===== src/rtl/video_fetch_fifo.sv =====
// video_fetch_fifo: assembles 16-bit DRAM video words into LANES*16-bit fetch words and queues them for the renderer
module video_fetch_fifo #(
    parameter int LANES = 2,
    parameter int DEPTH = 4
) (
    input  logic                         clk,
    input  logic                         res,
    input  logic                         video_strobe,
    input  logic [15:0]                  video_data,
    input  logic [2*LANES-1:0]           f_sel,
    input  logic [2*LANES-1:0]           b_sel,
    input  logic                         f_last,
    input  logic                         fetch_stb,
    input  logic                         err_clr,
    output logic [16*LANES-1:0]          fetch_data,
    output logic [16*LANES-1:0]          fetch_temp,
    output logic [$clog2(DEPTH+1)-1:0]   fifo_level,
    output logic                         fifo_empty,
    output logic                         fifo_full,
    output logic                         ovf_err,
    output logic                         udf_err
);
    localparam int W  = 16*LANES;
    localparam int AW = DEPTH > 1 ? $clog2(DEPTH) : 1;
    localparam int LW = $clog2(DEPTH+1);
    logic [W-1:0]  mem [DEPTH];
    logic [AW-1:0] wptr, rptr;
    logic [W-1:0]  temp_nx;
    logic [LW-1:0] level_nx;
    logic          push_req, pop, push, ovf_ev, udf_ev;
    always_comb begin
        temp_nx = fetch_temp;
        for (int i = 0; i < 2*LANES; i++)
            if (video_strobe && f_sel[i])
                temp_nx[8*i +: 8] = b_sel[i] ? video_data[15:8] : video_data[7:0];
    end
    // a pop frees the head slot in the same edge, so a full FIFO can still accept
    assign push_req = video_strobe & f_last;
    assign pop      = fetch_stb & ~fifo_empty;
    assign push     = push_req & (~fifo_full | pop);
    assign ovf_ev   = push_req & fifo_full & ~pop;
    assign udf_ev   = fetch_stb & fifo_empty;
    assign level_nx = fifo_level + LW'(push) - LW'(pop);
    always_ff @(posedge clk)
        if (!res && push) mem[wptr] <= temp_nx;
    always_ff @(posedge clk) begin
        if (res) begin
            fetch_temp <= '0;
            fetch_data <= '0;
            wptr       <= '0;
            rptr       <= '0;
            fifo_level <= '0;
            fifo_empty <= 1'b1;
            fifo_full  <= 1'b0;
            ovf_err    <= 1'b0;
            udf_err    <= 1'b0;
        end else begin
            fetch_temp <= temp_nx;
            if (pop) fetch_data <= mem[rptr];
            if (push) wptr <= AW'((int'(wptr) + 1) % DEPTH);
            if (pop) rptr <= AW'((int'(rptr) + 1) % DEPTH);
            fifo_level <= level_nx;
            fifo_empty <= level_nx == '0;
            fifo_full  <= level_nx == LW'(DEPTH);
            ovf_err    <= ovf_ev | (ovf_err & ~err_clr);
            udf_err    <= udf_ev | (udf_err & ~err_clr);
        end
    end
endmodule


===== config.mk =====
export PLATFORM = sky130hd
export DESIGN_NAME = video_fetch_fifo
export DESIGN_NICKNAME = d
export VERILOG_FILES = /design/src/rtl/video_fetch_fifo.sv
export SDC_FILE = /design/constraint.sdc
export NUM_CORES = 1
export LEC_CHECK = 0
export BUFFER_PORTS_ARGS = -buffer_cell sky130_fd_sc_hd__buf_2
export CAP_MARGIN = 10
export CORE_UTILIZATION = 62
export CTS_BUF_LIST = sky130_fd_sc_hd__clkbuf_8 sky130_fd_sc_hd__clkbuf_16
export CTS_CLUSTER_SIZE = 16
export DETAILED_ROUTE_END_ITERATION = 10
export PLACE_DENSITY = 0.84
export SLEW_MARGIN = 20
export SYNTH_ARGS = -nofsm -noshare
export SYNTH_HDL_FRONTEND = slang
export SYNTH_SLANG_ARGS = --single-unit

===== constraint.sdc =====
create_clock -name clk -period 6.55 [get_ports clk]
set_input_delay 0.3275 -clock clk [delete_from_list [all_inputs] [get_ports clk]]
set_output_delay 0.3275 -clock clk [all_outputs]
set_load 0.03 [all_outputs]

==> results of run 1 <==
power breakdown:
| group | internal [mW] | total [mW] | switching, mW | leakage (nW) |
|---|---|---|---|---|
| clock | 0.585 | 1.02 | 0.436 | 0.332 |
| sequential | 1.45 | 1.53 | 0.0814 | 1.79 |
| combinational | 0.219 | 0.566 | 0.346 | 1.61 |
state kept, by name, indices dropped and copies added, names as in the netlist:
name / cells
ovf_err: 1
wptr: 2
rptr: 2
udf_err: 1
fetch_temp: 32
fifo_full: 1
fifo_level: 3
mem: 128
fifo_empty: 1
fetch_data: 32
final cells by class:
cell class              count  area share, %
clock buffers              22          5.863
multi-input cells         301          26.87
flip-flops and latches    203          58.16
well taps                 172          2.340
clock inverters            14         0.5850
inverters                   9         0.3673
repair buffers            103          5.822
critical path: cells and delay by family, from the launching register on:
kind                       cells  cell delay [ns]
buffers and inverters          2             0.13
DFF                            1             0.36
adders and majority gates      3             0.82
AOI/OAI and AO/OA              1             0.36
xor gates and xnor gates       1             0.39
and+or+nand+nor                3             0.45
metal layers:
metal | track usage (%) | wire length, um
met5 | 0 | 0
met4 | 8.632 | 367
met3 | 5.282 | 1215
met2 | 43.49 | 8381
met1 | 34.19 | 6911
synthesized netlist by cell type, drive strengths merged, types with 2 or more instances:
master	count	area share, %
a211oi	33	3.1
a21o	31	2.9
a21oi	35	2.2
and2	8	0.62
buf	19	1.6
clkbuf	21	1.0
dfxtp	75	19
edfxtp	128	48
ha	6	0.93
inv	9	0.42
mux2i	97	12
nand2	5	0.23
nand2b	3	0.23
nor2	37	1.7
nor2b	2	0.16
o22ai	31	4.7
worst paths after layout:
kind	depth (start not counted)	slack, ns	endpoint
worst min register to register	1	0.44	fetch_data[1]
worst max register to register	10	3.96	fifo_full
worst max-delay path	10	3.96	fifo_full
worst min-delay path	3	0.13	udf_err
logic make-up (layout without fill, tap and decap cells):
group	after synthesis	count (layout)	synth area share (%)
multiplexers	98	98	12.20
AND/OR/NAND/NOR	61	61	3.575
flip-flops	203	203	66.41
XOR/XNOR	3	3	0.4975
AO/OA/AOI/OAI	132	132	13.09
buffers and inverters	49	148	3.047
adder cells (fa/ha/maj)	7	7	1.181
==> flow_summary_export.csv, run 1 <==
group,metric,value,unit
outcome,outcome,"complete, no violations",
layout,area_delta_synth_final,14.27,%
synth,synth_edf_count,128,
power,power,3.120,mW
floorplanning,rows,41,
floorplanning,pin_count,101,
setup_path,cp-end-kind,"flop",
floorplanning,die_area,13440,sq um
synth,ys_ff_latch,203,
layout,diodes,0,
sta,max_freq,0.3864,GHz
setup_path,required,6.95,ns
synth,synthDistinctLibCells,33,
global_routing,grt_start_max_net_pins,67,
layout,final_cell_area,9198,sq um
synth,ys_warn_count,0,
layout,seqCellArea,5349,sq um
detailed_routing,drt-initial-drc-count,285,
synth,async_flop_share,0,%
sta,rsz0062_at_grt,"no",
layout,instances_no_fill,824,
sta,hold_viol_final,0,
placement,dpl_cell_area,8584,sq um
detailed_routing,vias,4932,
detailed_routing,vias_per_cell,5.985,
setup_path,critical_path_class,"flop to flop",
clock_network,holdBufCountCts,0,
floorplanning,die_h,115.9,um
setup_path,critical_path_arrival,2.99,ns
hold_path,hold_start,"err_clr",
sta,setup_viol,0,
detailed_routing,drc,0,
setup_path,critPathLaunchType,"flop",
floorplanning,core,12620,sq um
clock_network,cts_tree,"built",
layout,drive_above_1_share,25.31,%
sta,slew_headroom,37.46,%
placement,io_buffer_count,100,
global_routing,grt-ovfl-total,0,
global_routing,grt_pass1_wl,25.89,mm
detailed_routing,drtPass1Iterations,5,
sta,min_period_over_period,39.51,%
global_routing,track_usage,26.01,%
synth,synth_nets,590,
flow_run,cap_violations,0,
synth,avgSynthCellArea,14.56,sq um
hold_path,hp-class,"input pin to flop",
synth,syn_area,8049,sq um
power,ir_drop,0.2404,mV
placement,gp_congestion,0.7664,
setup_path,startpoint,"fifo_empty",
clock_network,max-clock-path-buffers,3,
setup_path,critical_path.cell_chain,"nand2b_1 -> a21oi_1 -> inv_1 -> ha_1 -> inv_1 -> ha_1 -> fa_1 -> xnor3_1 -> nand2_1 -> nor3_1",
floorplanning,die_x,115.9,um
setup_path,crit_path_max_incr_delay,0.39,ns
clock_network,root_buffer,"clkbuf_16",
clock_network,htreeDepth,1,
clock_network,cts_setup_buffers,0,
sta,maxSlewViolCount,0,
detailed_routing,final_antenna_net_count,0,
synth,syn_inst,553,
clock_network,clkSinkCount,203,
sta,worst_slack,3.962,ns
setup_path,reg2reg_from,"fifo_empty",
placement,preCtsSetupSlack,3.952,ns
synth,ys_seq_area_share,66.41,%
floorplanning,initial_core_util,63.78,%
layout,final_common_cell,"edfxtp_1",
global_routing,antenna_found_initial,0,
sta,period_minus_slack,2.588,ns
sta,fin_hold_ws,0.1309,ns
clock_network,cts_buffers,20,
synth,synthFlopType,"edfxtp_1",
power,powerDensity,339.2,nW/um^2
detailed_routing,wl_per_cell,20.48,um
clock_network,post_cts_resized,0,
layout,final_util,72.88,%
layout,fillerInstances,823,
global_routing,first_global_vias,4935,
setup_path,worstPathMaxFanout,6,
placement,placed_cells,787,
layout,nets,675,
detailed_routing,routed_wl,16.88,mm
setup_path,cpMaxStageDelayCell,"xnor3_1",
layout,multi_input_area,2471,sq um
sta,worst_pin_slew,0.9381,ns
clock_network,clkLatencyLatePin,0.48,ns
sta,setup_tns,0,ns
placement,dp_hpwl,10.68,mm
sta,final.setup_skew,0.007917,ns
layout,layout_common_cells,"edfxtp_1 (128), buf_2 (100), mux2i_1 (97)",
power,cellLeakagePower,3.730,nW
clock_network,clkTransAtPathRegs,0.06,ns
No activity file was read; power rests on OpenSTA's default activity.
==> run 2, diff against run 1 <==
ABC_AREA = 1   (was unset)
CORE_UTILIZATION = 52   (was 62)
PLACE_DENSITY = 0.75   (was 0.84)
clock period = 2.1 ns   (was 6.55 ns; I/O delays follow)
==> flow_summary_export.csv, run 2 <==
group,metric,value,unit
sta,period_minus_slack,1.993,ns
detailed_routing,wl_per_cell,15.92,um
sta,min_period_over_period,94.89,%
global_routing,track_usage,23.02,%
global_routing,grt_pass1_wl,28.76,mm
sta,fin_hold_ws,0.02841,ns
clock_network,cts_setup_buffers,0,
layout,final_util,62.67,%
synth,yosys-top-cells-count,"nand2_1 (339), edfxtp_1 (128), dfxtp_1 (75)",
synth,syn_area,8426,sq um
synth,synth_nets,877,
floorplanning,die_area,16720,sq um
placement,dp_hpwl,11.42,mm
synth,synth_top_area_cell,"edfxtp_1",
synth,ys_seq_area_share,63.44,%
synth,synth.area.top_cells,"edfxtp_1 (46%), dfxtp_1 (18%), nand2_1 (15%)",
hold_path,hold_start,"video_data[12]",
sta,setup_tns,0,ns
setup_path,required,2.48,ns
setup_path,critical_path_class,"flop to flop",
clock_network,max-clock-path-buffers,3,
layout,drive_above_1_share,25.84,%
global_routing,grt_start_max_net_pins,67,
clock_network,clkSinkCount,203,
setup_path,worstPathMaxFanout,5,
clock_network,cts_buffers,22,
power,power,10.89,mW
detailed_routing,drc,0,
floorplanning,core,15830,sq um
setup_path,cp-end-kind,"flop",
layout,final_common_cell,"nand2_1",
setup_path,critical_path.cell_chain,"inv_2 -> nand2_4 -> a21oi_4 -> inv_1 -> ha_1 -> inv_1 -> ha_1 -> fa_2 -> nor2_1 -> nand3_1 -> nand2_1",
setup_path,crit_family,"adder cells",
synth,yosysMostFrequentCell,"nand2_1",
sta,slew_headroom,46.98,%
layout,largest_reg_flops,128,
detailed_routing,vias_per_cell,5.130,
synth,avgSynthCellArea,10.03,sq um
detailed_routing,routed_wl,18.66,mm
layout,nets,977,
placement,gp_congestion,0.9037,
detailed_routing,final_antenna_net_count,0,
floorplanning,die_h,129.3,um
synth,synthFlopType,"edfxtp_1",
synth,ys_warn_count,0,
power,cellLeakagePower,4.293,nW
sta,maxSlewViolCount,0,
sta,setup_viol,0,
clock_network,htreeDepth,1,
detailed_routing,drt-initial-drc-count,407,
layout,reg_top3,"mem x128, fetch_data x32, fetch_temp x32",
layout,top_register,"mem",
clock_network,root_buffer,"clkbuf_16",
layout,area_delta_synth_final,17.73,%
global_routing,first_global_vias,5539,
layout,layout_common_cells,"nand2_1 (339), edfxtp_1 (128), buf_2 (100)",
layout,diodes,0,
synth,ys_ff_latch,203,
sta,worst_pin_slew,0.7953,ns
setup_path,critPathLaunchType,"flop",
setup_path,startpoint,"fifo_empty",
setup_path,critical_path_arrival,2.37,ns
floorplanning,pin_count,101,
outcome,outcome,"complete, no violations",
global_routing,grt-ovfl-total,0,
synth,synthDistinctLibCells,22,
power,ir_drop,0.7344,mV
synth,async_flop_share,0,%
synth,synth_edf_count,128,
clock_network,clkLatencyLatePin,0.50,ns
sta,hold_viol_final,0,
clock_network,clkTransAtPathRegs,0.06,ns
sta,max_freq,0.5018,GHz
detailed_routing,vias,6012,
global_routing,antenna_found_initial,1,
placement,dpl_cell_area,9110,sq um
synth,yosysTopAreaCellShare,45.62,%
placement,io_buffer_count,100,
floorplanning,die_x,129.3,um
setup_path,cpMaxStageDelayCell,"fa_2",
floorplanning,rows,46,
synth,syn_inst,840,
setup_path,reg2reg_from,"fifo_empty",
setup_path,critical_path_buf_inv_count,3,
flow_run,cap_violations,0,
layout,final_cell_area,9920,sq um
power,powerDensity,1098,nW/um^2
sta,final.setup_skew,0.008514,ns
detailed_routing,drtPass1Iterations,5,
floorplanning,initial_core_util,53.23,%
clock_network,cts_tree,"built",
hold_path,hp-class,"input pin to flop",
setup_path,crit_path_max_incr_delay,0.54,ns
==> run 2: where the power goes <==
part	internal, mW	switching [mW]	total (mW)
clock	2.46	1.52	3.98
sequential	4.56	0.145	4.71
combinational	0.641	1.56	2.21
total	7.66	3.23	10.9
==> run 2: routing by layer <==
metal  part of all wire, %  global-route usage, %  up-vias
met3                   8.3                  4.913       52
li1                      -                      -     2989
met1                    42                  30.07     2754
met2                    47                  37.41      215
met4                   2.9                  9.550        2
met5                 0.054                      0        -
==> run 2: layout make-up <==
| type | instances | area (sq um) |
|---|---|---|
| flip-flops and latches | 203 | 5350 |
| inverters | 30 | 112.6 |
| well taps | 216 | 270.3 |
| repair buffers | 117 | 723.2 |
| clock inverters | 15 | 150.1 |
| clock buffers | 25 | 614.3 |
| fillers | 1248 | 5908 |
| multi-input cells | 566 | 2699 |
==> run 2: logic make-up after synthesis <==
family	count (synthesis)	synth area share, %
and+or+nand+nor	457	23.12
DFF	203	63.44
AOI/OAI and AO/OA	102	7.484
buffers and inverters	71	4.826
adders and majority gates	7	1.129
==> run 2: worst reg2reg max path, cell delays in order, from the launching register on <==
cell and delay (ns):
dfxtp_4 0.35, inv_2 0.06, nand2_4 0.07, a21oi_4 0.13, inv_1 0.06, ha_1 0.27, inv_1 0.04, ha_1 0.19
fa_2 0.54, nor2_1 0.05, nand3_1 0.07, nand2_1 0.05
==> run 2: worst paths after layout <==
check                   to  slack (ns)  depth (start not counted)
max reg2reg     fifo_empty        0.11                         11
min reg2reg        ovf_err        0.47                          2
min          fetch_temp[4]        0.03                          5
max             fifo_empty        0.11                         11
==> run 2: timing repair <==
action	CTS	global route
hold buffers	3	0
gates resized for setup	0	3
hold endpoints to repair	3	0
endpoints found under the setup margin	0	2
==> run 2: per-stage QoR <==
stage,worst slack [ns],cells
6_report,0.1072,1172
5_1_grt,-0.007757,1172
4_1_cts,0.09090,1172
3_5_place_dp,0.1024,1129
3_3_place_gp,0.1848,1129
2_1_floorplan,0.00001821,840
